$ cat src/rtl/bin2bcd_pkg.sv
// bin2bcd_pkg: shared types and constants for the sequential binary-to-BCD converter
package bin2bcd_pkg;
  typedef enum logic [1:0] {IDLE, SHIFT, DONE} state_t;
  localparam int DIG_W = 4;
  localparam logic [DIG_W-1:0] ADJ_TH = 4'd5;
  localparam logic [DIG_W-1:0] ADJ_ADD = 4'd3;
endpackage

$ cat src/rtl/bcd_digit_adj.sv
// bcd_digit_adj: double-dabble digit correction, adds 3 to any digit of 5 or more
module bcd_digit_adj
  import bin2bcd_pkg::*;
(
  input  logic [DIG_W-1:0] d,
  output logic [DIG_W-1:0] q
);
  assign q = (d >= ADJ_TH) ? d + ADJ_ADD : d;
endmodule

$ cat src/rtl/bin2bcd_seq.sv
// bin2bcd_seq: one shift-and-add-3 iteration per clock, valid/ready on both sides
module bin2bcd_seq
  import bin2bcd_pkg::*;
#(
  parameter int BIN_W = 12,
  parameter int DIGITS = 4
) (
  input  logic                     clk,
  input  logic                     rst_n,
  input  logic                     in_valid,
  output logic                     in_ready,
  input  logic [BIN_W-1:0]         in_bin,
  output logic                     out_valid,
  input  logic                     out_ready,
  output logic [DIG_W*DIGITS-1:0]  bcd,
  output logic                     ovf,
  output logic [DIGITS-1:0]        blank
);
  localparam int AW = DIG_W * DIGITS;
  localparam int CW = $clog2(BIN_W + 1);
  state_t state, state_n;
  logic [AW-1:0] acc, adj, acc_n;
  logic [BIN_W-1:0] sr, sr_n;
  logic [CW-1:0] cnt;
  logic ovf_acc, carry, last, zero_above;
  logic [DIGITS-1:0] blank_n;
  for (genvar i = 0; i < DIGITS; i++) begin : g_adj
    bcd_digit_adj u_adj (.d(acc[DIG_W*i +: DIG_W]), .q(adj[DIG_W*i +: DIG_W]));
  end
  // the bit leaving the top digit feeds the sticky overflow flag
  assign {carry, acc_n, sr_n} = {adj, sr, 1'b0};
  assign last = (state == SHIFT) && (cnt == CW'(1));
  assign in_ready = (state == IDLE);
  assign out_valid = (state == DONE);
  always_comb begin
    zero_above = 1'b1;
    blank_n = '0;
    for (int i = DIGITS - 1; i > 0; i--) begin
      zero_above = zero_above && (acc_n[DIG_W*i +: DIG_W] == '0);
      blank_n[i] = zero_above;
    end
  end
  always_comb begin
    state_n = state;
    state_n = (in_ready && in_valid) ? SHIFT :
              last                   ? DONE  :
              (out_valid && out_ready) ? IDLE : state;
  end
  always_ff @(posedge clk or negedge rst_n) begin
    if (!rst_n) state <= IDLE;
    else state <= state_n;
  end
  always_ff @(posedge clk or negedge rst_n) begin
    if (!rst_n) begin
      sr <= '0;
      acc <= '0;
      cnt <= '0;
      ovf_acc <= 1'b0;
      bcd <= '0;
      ovf <= 1'b0;
      blank <= '0;
    end else if (in_ready && in_valid) begin
      sr <= in_bin;
      acc <= '0;
      ovf_acc <= 1'b0;
      cnt <= CW'(BIN_W);
    end else if (state == SHIFT) begin
      sr <= sr_n;
      acc <= acc_n;
      ovf_acc <= ovf_acc | carry;
      cnt <= cnt - 1'b1;
      if (last) begin
        bcd <= acc_n;
        ovf <= ovf_acc | carry;
        blank <= blank_n;
      end
    end
  end
endmodule

$ cat config.mk
export PLATFORM = sky130hd
export DESIGN_NAME = bin2bcd_seq
export DESIGN_NICKNAME = d
export VERILOG_FILES = /design/src/rtl/bin2bcd_pkg.sv /design/src/rtl/bcd_digit_adj.sv /design/src/rtl/bin2bcd_seq.sv
export SDC_FILE = /design/constraint.sdc
export NUM_CORES = 1
export LEC_CHECK = 0
export CAP_MARGIN = 5
export CORE_MARGIN = 2
export CORE_UTILIZATION = 54
export DETAILED_ROUTE_END_ITERATION = 6
export GPL_TIMING_DRIVEN = 0
export PLACE_DENSITY = 0.83
export SKIP_CTS_REPAIR_TIMING = 1
export SLEW_MARGIN = 20
export SYNTH_ARGS = -nofsm -noshare
export SYNTH_HDL_FRONTEND = slang
export SYNTH_HIERARCHICAL = 1
export SYNTH_SLANG_ARGS = --single-unit
$ cat constraint.sdc
create_clock -name clk -period 2.17 [get_ports clk]
set_input_delay 0.434 -clock clk [delete_from_list [all_inputs] [get_ports clk]]
set_output_delay 0.434 -clock clk [all_outputs]
set_load 0.005 [all_outputs]
==> summary.txt, run 1 <==
Placed design
  • Post-DP HPWL: 3.65 mm
  • Setup slack at placement: around 0.032 ns
  • Gpl congestion: roughly 0.78
  • # port buffers: 37
  • Post-place instance area: between 3000 and 4000 sq um

Cells and area
  • Diodes inserted: 0
  • Area delta synth->final: 21.0%
  • Share of cells above drive strength 1: around 14%
  • Layout Nets: about 350
  • Cell area after layout: 3360 sq um

Clocking
  • Clock buffer depth: 2
  • Reg clk slew, reported paths: ~0.11 ns
  • CTS Buf Count: 5
  • Clk_lat worst skew: between 0.3 and 0.4 ns
  • CTS tree: yes
  • H-tree depth: 2
  • Root buf cell: clkbuf_8
  • CTS sink cnt: 55

Global routing
  • Largest net degree at the start of global routing: between 50 and 60
  • Initial antenna violation count: 0
  • First-pass GRT wire length: 8.80 mm
  • Overflow after GRT: 0
  • GRT Util Overall: 20.3%
  • Vias in the first global route: between 1500 and 2000

Outcome
  • Run status: finished, final reports clean

STA
  • Setup Viol. Count Final: 0
  • Hold Vio Cnt, Final: 0
  • TNS Setup: 0 ns
  • Worst clock skew: between 0.01 and 0.015 ns
  • Fin crit share: between 90% and 100%
  • Tmin final: between 2 and 2.5 ns
  • Max Slew Vio Count: 0
  • Final worst setup slack: between 0.1 and 0.15 ns
  • Max-slew headroom: between 50% and 60%
  • F_max: around 0.48 GHz
  • Worst-Margin Slew: 0.669 ns

Pwr
  • Tot Pwr: just under 0.005 W
  • Peak supply drop: just under 0.0006 V
  • Pwr dens: between 1000 and 1500 nW/um^2
  • Leak: approximately 1.7 nW

Yosys
  • Post-synth ARST share: 100%
  • Top cells by area, synth: dfrtp_1, nand2_1, mux2_4
  • Main synth FF type: dfrtp_1
  • Flops & latches, synth: 55
  • Yosys top cell area share: 49.6%
  • EDFF count, synth: 0
  • Mapped Area: about 2800 sq um
  • Avg Cell Area, Syn: approximately 10 sq um
  • Synth cell types: 32
  • YS warnings: 6
  • Post-Synthesis Cells: around 280
  • Synth area leader: dfrtp_1
  • Syn_nets: between 300 and 400
  • Post-synthesis sequential area ratio: 49.6%

Critical path
  • Crit path DAT: approximately 2.3 ns
  • CP Max Fanout: 5
  • Slowest-stage cell, CP: dfrtp_1
  • CP required: ~2.4 ns
  • Crit start category: register
  • Critical Path End Type: register
  • WS Path Type: register to register
  • Slowest Stage Delay on Critical Path: about 0.46 ns
  • Cells along the critical path: ha_1 > nand2b_1 > a21oi_2 > xnor2_1 > nor4_2 > and3_1 > mux2_4

Route
  • DRT Pass-1 Iters: 4
  • WL/cell: 13.5 microns
  • Drt first-iter violations: 168
  • Routed WL: ~5.3 mm
  • Vias: about 2100
  • Detail Route Antenna Nets: 0
  • Vias per cell: around 5.3
  • DRC: 0

Floorplan
  • Die width: 75.7 microns
  • DIE AREA: 5730 sq um
  • I/O pin count: 39
  • Core ar.: roughly 5000 sq um
  • Die height: approximately 76 microns
  • # rows: 26
  • Initial Util: between 50% and 60%

Worst hold path
  • Worst min path class: input pin to async pin

Job
  • Max cap viols: 0
## per-stage QoR
| stage | hold slack, ns | utilization (%) | cells |
|---|---|---|---|
| 2_1_floorplan | 0.138 | - | 277 |
| 3_3_place_gp | 0.458 | 64.1 | 384 |
| 3_5_place_dp | 0.468 | 64.1 | 384 |
| 4_1_cts | 0.172 | 66.4 | 392 |
| 5_1_grt | 0.192 | 66.6 | 392 |
| 6_report | 0.139 | 66.6 | 392 |
## final timing paths
kind	startpoint	cells past startpoint	slack (ns)	to
max	acc[12]	7	0.10	blank[1]
min	rst_n	1	0.14	bcd[11]
max reg2reg	acc[12]	7	0.10	blank[1]
min reg2reg	sr[5]	2	0.49	sr[5]
max in group asynchronous	rst_n	1	1.58	sr[2]
min in group clk	sr[5]	2	0.49	sr[5]
## critical path, delay by kind of cell (launching register included)
family,cells,cell delay (ns)
flops,1,0.46
fa+ha+maj,1,0.23
compound gates,1,0.22
xor+xnor,1,0.15
mux,1,0.13
simple gates,3,0.83
## power by group
group	total [W]	internal, W	switching (W)
Sequential	0.00181	0.00146	0.000351
Clock	0.000701	0.000350	0.000351
Combinational	0.00234	0.00113	0.00121
## sequential cells by signal, summed over array words and instances (netlist names)
signal	flops
ovf_acc	1
blank	3
acc	16
sr	12
bcd	16
cnt	4
ovf	1
state	2
## synth_stat cells, types with 2 or more instances
| master | instances |
|---|---|
| mux2i_1 | 6 |
| buf_4 | 3 |
| buf_6 | 3 |
| nor2b_1 | 2 |
| a22oi_1 | 11 |
| a21oi_1 | 3 |
| nand2_1 | 73 |
| nand2b_1 | 9 |
| nor2_1 | 9 |
| dfrtp_1 | 55 |
| and3_1 | 3 |
| o21ai_1 | 4 |
| a21oi_2 | 4 |
| o21ai_0 | 10 |
| ha_1 | 10 |
| mux2_2 | 2 |
| nor4_1 | 3 |
| clkbuf_1 | 3 |
| xnor2_1 | 4 |
| mux2_4 | 16 |
| nand3_1 | 17 |
| buf_2 | 5 |
| inv_1 | 13 |
## layout by cell type, fill, tap and decap left out, types with 2 or more instances in the layout
master and count:
nand2_1 73, dfrtp_1 55, clkdlybuf4s50_1 36, nand3_1 17, mux2_4 16, inv_1 13, a22oi_1 11, o21ai_0 10
ha_1 10, nor2_1 9, nand2b_1 9, buf_2 5, mux2i_1 5, clkbuf_8 5, buf_4 4, a21oi_2 4
xnor2_1 4, o21ai_1 4, clkbuf_1 3, a21oi_1 3, and3_1 3, buf_6 3, nor2b_1 2, nor4_1 2
mux2_2 2
## routing by layer
metal	vias to the layer above	GRT usage (%)	part of all wire, %
li1	1011	-	-
met1	999	28.3	44
met2	45	32.1	51
met3	7	3.31	3.4
met4	0	8.19	1.3
met5	-	0	0
## area by class of cell
cell class	instances	area, sq um
inverters	13	48.8
multi-input cells	195	1270
clock buffers	5	68.8
fillers	405	1690
repair buffers	37	368
clock inverters	3	47.5
flip-flops and latches	55	1380
well taps	70	87.6
plain buffers	14	92.6
## logic make-up after synthesis
logic type / after synthesis / share of synthesized area, %
flip-flops: 55 / 49.6
AND/OR/NAND/NOR: 121 / 19.7
adder cells (fa/ha/maj): 10 / 4.51
multiplexers: 24 / 11.6
XOR/XNOR: 4 / 1.26
buffers and inverters: 27 / 5.09
AO/OA/AOI/OAI: 35 / 8.07
other: 1 / 0.135
(Power assumes the default switching activity.)
==> run 2, diff against run 1 <==
Settings changed: SYNTH_HIERARCHICAL 1 to unset.
==> summary.txt, run 2 <==
Critical path
  • Cells along the critical path: inv_1 > ha_2 > nand2b_1 > a21oi_2 > mux2_2 > and4_1 > a32o_1
  • Crit start category: register
  • CP Max Fanout: 6 (+1)
  • Crit path DAT: 2.29 ns (-0.04 ns)
  • Crit path max-delay family: compound AO/OA/AOI/OAI gates
  • WS Path Type: register to register
  • Slowest-stage cell, CP: dfrtp_1
  • Slowest Stage Delay on Critical Path: 0.45 ns (about the same)
  • Critical Path End Type: register
  • Reg2reg end: blank[1]
  • CP bufs+invs: 1 (+1)
  • Worst R2R Setup Slack: 0.1 ns (about the same)
  • CP required: 2.38 ns (-0.06 ns)
  • Reg2reg path depth: 7 (unchanged)
  • Reg2reg start: acc[12]

Clocking
  • Root buf cell: clkbuf_8
  • CTS tree: yes
  • CTS Buf Count: 5 (unchanged)
  • Clock buffer depth: 2 (unchanged)
  • H-tree depth: 2 (unchanged)
  • CTS sink cnt: 55 (unchanged)
  • Reg clk slew, reported paths: 0.10 ns (about the same)
  • Clk_lat worst skew: 0.32 ns (about the same)

Route
  • Vias per cell: 5.46 (+3.7%)
  • WL/cell: 14.8 microns (+9.7%)
  • DRC: 0 (unchanged)
  • Drt first-iter violations: 113 (-33%)
  • Detail Route Antenna Nets: 0 (unchanged)
  • Vias: 2133 (+3.4%)
  • DRT Pass-1 Iters: 4 (unchanged)
  • Routed WL: 5.79 mm (+9.4%)

Floorplan
  • DIE AREA: 5490 sq um (-4.1%)
  • # rows: 25 (-3.8%)
  • I/O pin count: 39 (unchanged)
  • Initial Util: 56.2% (+1.2 points)
  • Core ar.: 4720 sq um (-6.3%)
  • Die width: 74.1 microns (-2.1%)
  • Die height: 74.1 microns (-2.1%)

Worst hold path
  • Worst min path class: input pin to async pin

STA
  • Tmin final: 2.07 ns (+0.00963 ns)
  • Max Slew Vio Count: 0 (unchanged)
  • Worst clock skew: 0.00408 ns (-0.00800 ns)
  • F_max: 0.482 GHz (-0.46%)
  • RSZ-0062 raised after global routing: false
  • Fin crit share: 95.6% (+0.44 points)
  • Hold Vio Cnt, Final: 0 (unchanged)
  • Max-slew headroom: 54.9% (-0.48 points)
  • Setup Viol. Count Final: 0 (unchanged)
  • Final worst setup slack: 0.0950 ns (-0.00963 ns)
  • Worst-Margin Slew: 0.676 ns (+0.00720 ns)

Outcome
  • Run status: finished, final reports clean

Placed design
  • Gpl congestion: 0.787 (+1.6%)
  • Setup slack at placement: 0.0705 ns (+0.0381 ns)
  • Post-DP HPWL: 4.04 mm (+11%)
  • Post-place instance area: 3110 sq um (-3.8%)
  • # port buffers: 37 (unchanged)

Yosys
  • Flops & latches, synth: 55 (unchanged)
  • Syn_nets: 305 (+0.66%)
  • Main synth FF type: dfrtp_1
  • Yosys top cell area share: 51.8% (+2.2 points)
  • Synth cell types: 41 (+28%)
  • Top cells by area, synth: dfrtp_1, o21ai_0, nand2_1
  • Post-Synthesis Cells: 279 (+0.72%)
  • YS warnings: 0 (-6)
  • Avg Cell Area, Syn: 9.52 sq um (-5.0%)
  • Post-synth top cells: dfrtp_1, nand2_1, o21ai_0
  • EDFF count, synth: 0 (unchanged)
  • Post-synthesis sequential area ratio: 51.8% (+2.2 points)
  • Count leader, synth: dfrtp_1
  • Synth area leader: dfrtp_1
  • Post-synth ARST share: 100% (unchanged)
  • Mapped Area: 2660 sq um (-4.3%)

Cells and area
  • Fillers: 404 (-0.25%)
  • Commonest non-fill, non-tap cells in the layout: dfrtp_1, nand2_1, o21ai_0, clkdlybuf4s50_1, nand3_1
  • Multi-input combinational cell area: 1180 sq um (-7.1%)
  • FF/Latch Area: 1380 sq um (unchanged)
  • Leading cell type in the layout, fill and taps excluded: dfrtp_1
  • Top Registers: acc: 16 flops, bcd: 16 flops, sr: 12 flops
  • Area delta synth->final: 20.8%
  • Share of cells above drive strength 1: 8.02% (-6.3 points)
  • Diodes inserted: 0 (unchanged)
  • Layout Nets: 349 (+0.58%)
  • Cell area after layout: 3210 sq um (-4.4%)

Global routing
  • Vias in the first global route: 2024 (+3.6%)
  • Initial antenna violation count: 0 (unchanged)
  • GRT Util Overall: 22.9% (+2.5 points)
  • Overflow after GRT: 0 (unchanged)
  • Largest net degree at the start of global routing: 56 (unchanged)
  • First-pass GRT wire length: 9.41 mm (+6.9%)

Job
  • Max cap viols: 0 (unchanged)

Pwr
  • Pwr dens: 511 nW/um^2 (-65%)
  • Leak: 1.51 nW (-10%)
  • Tot Pwr: 0.00164 W (-66%)
  • Peak supply drop: 0.000338 V (-42%)
run 2: cell types whose count changed in the layout (fill, tap and decap cells not counted), sizes merged, moves of 2 or more:
cell	previous run	this run
mux2	18	3
nand2b	9	5
o21ai	14	42
buf	12	7
nor3b	1	8
nand3	18	14
nor4	3	1
clkbuf	8	15
mux2i	6	2
nand2	73	54
inv	14	12
nor3	1	3
a21oi	7	15
nor2	9	6
run 2: how the worst max path moves through the flow:
stage	startpoint	to	slack, ns	cells after the start
3_5_place_dp	acc[12]	blank[1]	0.07	7
4_1_cts	acc[12]	blank[1]	0.04	7
6_report	acc[12]	blank[1]	0.1	7
3_3_place_gp	rst_n	sr[6]	-1.01	1
2_1_floorplan	acc[12]	blank[1]	0.29	7
5_1_grt	acc[12]	blank[1]	0.01	7
run 2: report_power, final:
part,switching [W],total [W],internal [W]
combinational,0.0000233,0.0000475,0.0000242
clock,0.000341,0.000568,0.000226
sequential,0,0.00102,0.00102
total,0.000364,0.00164,0.00127
run 2: worst reg2reg max path, stage by stage (launching register included):
cell and delay, ns:
dfrtp_1 0.45, inv_1 0.12, ha_2 0.23, nand2b_1 0.10, a21oi_2 0.20, mux2_2 0.40, and4_1 0.21, a32o_1 0.26
run 2: layer usage:
layer | track usage (%) | wire [microns] | vias to the layer above
li1 | - | - | 1040
met1 | 28.8 | 2670 | 1021
met2 | 38.0 | 2730 | 57
met3 | 5.28 | 243 | 15
met4 | 9.70 | 145 | 0
met5 | 0 | 0 | -
run 2: area by class of cell:
class                   count  share of cell area [%]
clock buffers               6                    2.26
flip-flops and latches     55                    42.9
multi-input cells         197                    36.7
repair buffers             37                    11.5
inverters                  12                    1.40
plain buffers              15                    2.26
well taps                  67                    2.61
clock inverters             2                   0.390
run 2: through the flow:
| stage | instances | hold slack (ns) | util, % | setup TNS (ns) |
|---|---|---|---|---|
| after floorplan | 279 | 0.138 | - | 0 |
| after global routing | 391 | 0.209 | 67.9 | 0 |
| final | 391 | 0.142 | 67.9 | 0 |
| after detailed placement | 383 | 0.466 | 65.8 | 0 |
| after CTS | 391 | 0.176 | 67.6 | 0 |
| after global placement | 383 | 0.461 | 65.8 | -55.62 |
run 2: cells by family (layout without fill, tap and decap cells):
logic type	Yosys count	after routing	share of synthesized area, %
and+or+nand+nor	101	101	18.9
AOI/OAI and AO/OA	75	75	16.3
DFF	55	55	51.8
buffers and inverters	27	72	4.43
adders and majority gates	10	10	4.71
xor gates and xnor gates	5	5	1.65
muxes	5	5	2.03
other	1	1	0.141
==> run 3, diff against run 2 <==
Settings changed: CORE_ASPECT_RATIO set to 0.7.
Clock period 2.17 ns to 2.3 ns, I/O delays scaled along.
==> summary.txt, run 3 (synthesis results as in run 2) <==
Floorplan
  • Die height: 62.7 microns (-15%)
  • Die width: 87.8 microns (+18%)
  • I/O pin count: 39 (unchanged)
  • Initial Util: 55.8% (-0.38 points)
  • # rows: 21 (-16%)
  • Core ar.: 4760 sq um (+0.69%)
  • DIE AREA: 5500 sq um (+0.16%)

STA
  • Max Slew Vio Count: 0 (unchanged)
  • Worst-Margin Slew: 0.679 ns (+0.00287 ns)
  • Fin crit share: 92.5% (-3.1 points)
  • Setup Viol. Count Final: 0 (unchanged)
  • Tmin final: 2.13 ns (+0.0534 ns)
  • Min Hold Slack: 0.180 ns (+0.0381 ns)
  • Worst clock skew: 0.00868 ns (+0.00461 ns)
  • TNS Setup: 0 ns (unchanged)
  • Hold Vio Cnt, Final: 0 (unchanged)
  • Max-slew headroom: 54.7% (-0.19 points)
  • RSZ-0062 raised after global routing: false
  • F_max: 0.470 GHz (-2.5%)
  • Final worst setup slack: 0.172 ns (+0.0766 ns)

Global routing
  • Vias in the first global route: 2114 (+4.4%)
  • Largest net degree at the start of global routing: 56 (unchanged)
  • Initial antenna violation count: 0 (unchanged)
  • First-pass GRT wire length: 10.3 mm (+9.7%)
  • GRT Util Overall: 24.4% (+1.5 points)
  • Overflow after GRT: 0 (unchanged)

Cells and area
  • Leading cell type in the layout, fill and taps excluded: dfrtp_1
  • Diodes inserted: 0 (unchanged)
  • Layout Nets: 349 (unchanged)
  • FF/Latch Area: 1380 sq um (unchanged)
  • Top Registers: acc: 16 flops, bcd: 16 flops, sr: 12 flops
  • Commonest non-fill, non-tap cells in the layout: dfrtp_1, nand2_1, o21ai_0, clkdlybuf4s50_1
  • Area delta synth->final: 21.5%
  • Post-Route Utilization: 67.8% (-0.096 points)
  • Fillers: 373 (-7.7%)
  • Share of cells above drive strength 1: 7.10% (-0.93 points)
  • Multi-input combinational cell area: 1160 sq um (-1.4%)

Placed design
  • # port buffers: 37 (unchanged)
  • Setup slack at placement: 0.193 ns (+0.123 ns)
  • Post-DP HPWL: 4.25 mm (+5.4%)
  • Gpl congestion: 0.858 (+9.0%)

Outcome
  • Run status: finished, final reports clean

Clocking
  • CTS Buf Count: 5 (unchanged)
  • Clock buffer depth: 2 (unchanged)
  • H-tree depth: 2 (unchanged)
  • CTS tree: yes
  • Reg clk slew, reported paths: 0.10 ns (about the same)
  • CTS sink cnt: 55 (unchanged)
  • Root buf cell: clkbuf_8
  • Clk_lat worst skew: 0.32 ns (about the same)

Critical path
  • CP required: 2.51 ns (+0.13 ns)
  • CP Max Fanout: 6 (unchanged)
  • Reg2reg start: acc[12]
  • Critical Path End Type: register
  • WS Path Type: register to register
  • Worst R2R Setup Slack: 0.17 ns (+0.08 ns)
  • Reg2reg path depth: 7 (unchanged)
  • Crit path DAT: 2.34 ns (+0.05 ns)
  • Crit start category: register
  • Reg2reg end: blank[1]

Pwr
  • Leak: 1.53 nW (+1.3%)
  • Net Switching: 0.000361 W (-0.87%)
  • Comb pwr share: 2.7% (-0.2 points)
  • Pint: 0.00132 W (+3.5%)
  • Switching Fraction: 21.5% (-0.74 points)
  • Flop pwr share: 57.5% (-5.0 points)
  • Clk network pwr share: 39.8% (+5.2 points)
  • Peak supply drop: 0.000441 V (+30%)
  • Pwr dens: 521 nW/um^2 (+2.0%)
  • Tot Pwr: 0.00168 W (+2.6%)

Route
  • WL/cell: 15.2 microns (+2.8%)
  • Drt first-iter violations: 135 (+19%)
  • DRC: 0 (unchanged)
  • Detail Route Antenna Nets: 0 (unchanged)
  • DRT Pass-1 Iters: 4 (unchanged)
  • Routed WL: 5.99 mm (+3.4%)
  • Vias: 2164 (+1.5%)
  • Vias per cell: 5.51 (+0.94%)

Job
  • Max cap viols: 0 (unchanged)

Worst hold path
  • Worst min path class: input pin to async pin
-- run 3: changes by cell type in the layout (fill, tap and decap cells not counted), sizes merged --
| cell | before | now |
|---|---|---|
| clkbuf | 15 | 14 |
| bufinv | 0 | 1 |
| clkinvlp | 1 | 0 |
| inv | 12 | 13 |
-- run 3: per-layer routing --
layer / wire length (microns) / track usage (%) / vias to the layer above
met3: 175 / 4.36 / 7
met4: 68 / 6.92 / 0
met2: 2630 / 35.7 / 33
met5: 0 / 0 / -
li1: - / - / 1050
met1: 3110 / 37.3 / 1074
-- run 3: worst max-delay path, stage by stage, from the launching register on --
cell	delay [ns]
dfrtp_1	0.44
inv_1	0.12
ha_1	0.26
nand2b_1	0.09
a21oi_1	0.25
mux2_2	0.42
and4_1	0.20
a32o_1	0.25
-- run 3: power groups by stage --
stage | registers, W | logic, W | clock network, W
2_1_floorplan | 0.000986 | 0.00000191 | 0
3_3_place_gp | 0.000986 | 0.0000467 | 0
3_5_place_dp | 0.000985 | 0.0000465 | 0
4_1_cts | 0.000966 | 0.0000466 | 0.000676
5_1_grt | 0.000967 | 0.0000512 | 0.000720
6_report | 0.000966 | 0.0000451 | 0.000670
-- run 3: stage by stage --
step | instances | instance area, sq um
2_1_floorplan | 279 | 2660
3_3_place_gp | 385 | 3110
3_5_place_dp | 385 | 3110
4_1_cts | 393 | 3230
5_1_grt | 393 | 3230
6_report | 393 | 3230
-- run 3: final cells by class --
class | count | area share, %
clock inverters | 3 | 1.47
clock buffers | 5 | 2.13
plain buffers | 15 | 2.25
multi-input cells | 197 | 36.0
flip-flops and latches | 55 | 42.7
well taps | 69 | 2.68
repair buffers | 37 | 11.4
inverters | 12 | 1.40
-- run 3: worst max path at each step --
stage | startpoint | to | slack [ns]
after floorplan | acc[12] | blank[1] | 0.42
after global placement | rst_n | sr[3] | -0.88
after detailed placement | acc[12] | blank[1] | 0.19
after CTS | acc[12] | blank[1] | 0.18
after global routing | acc[12] | blank[1] | 0.04
final | acc[12] | blank[1] | 0.17
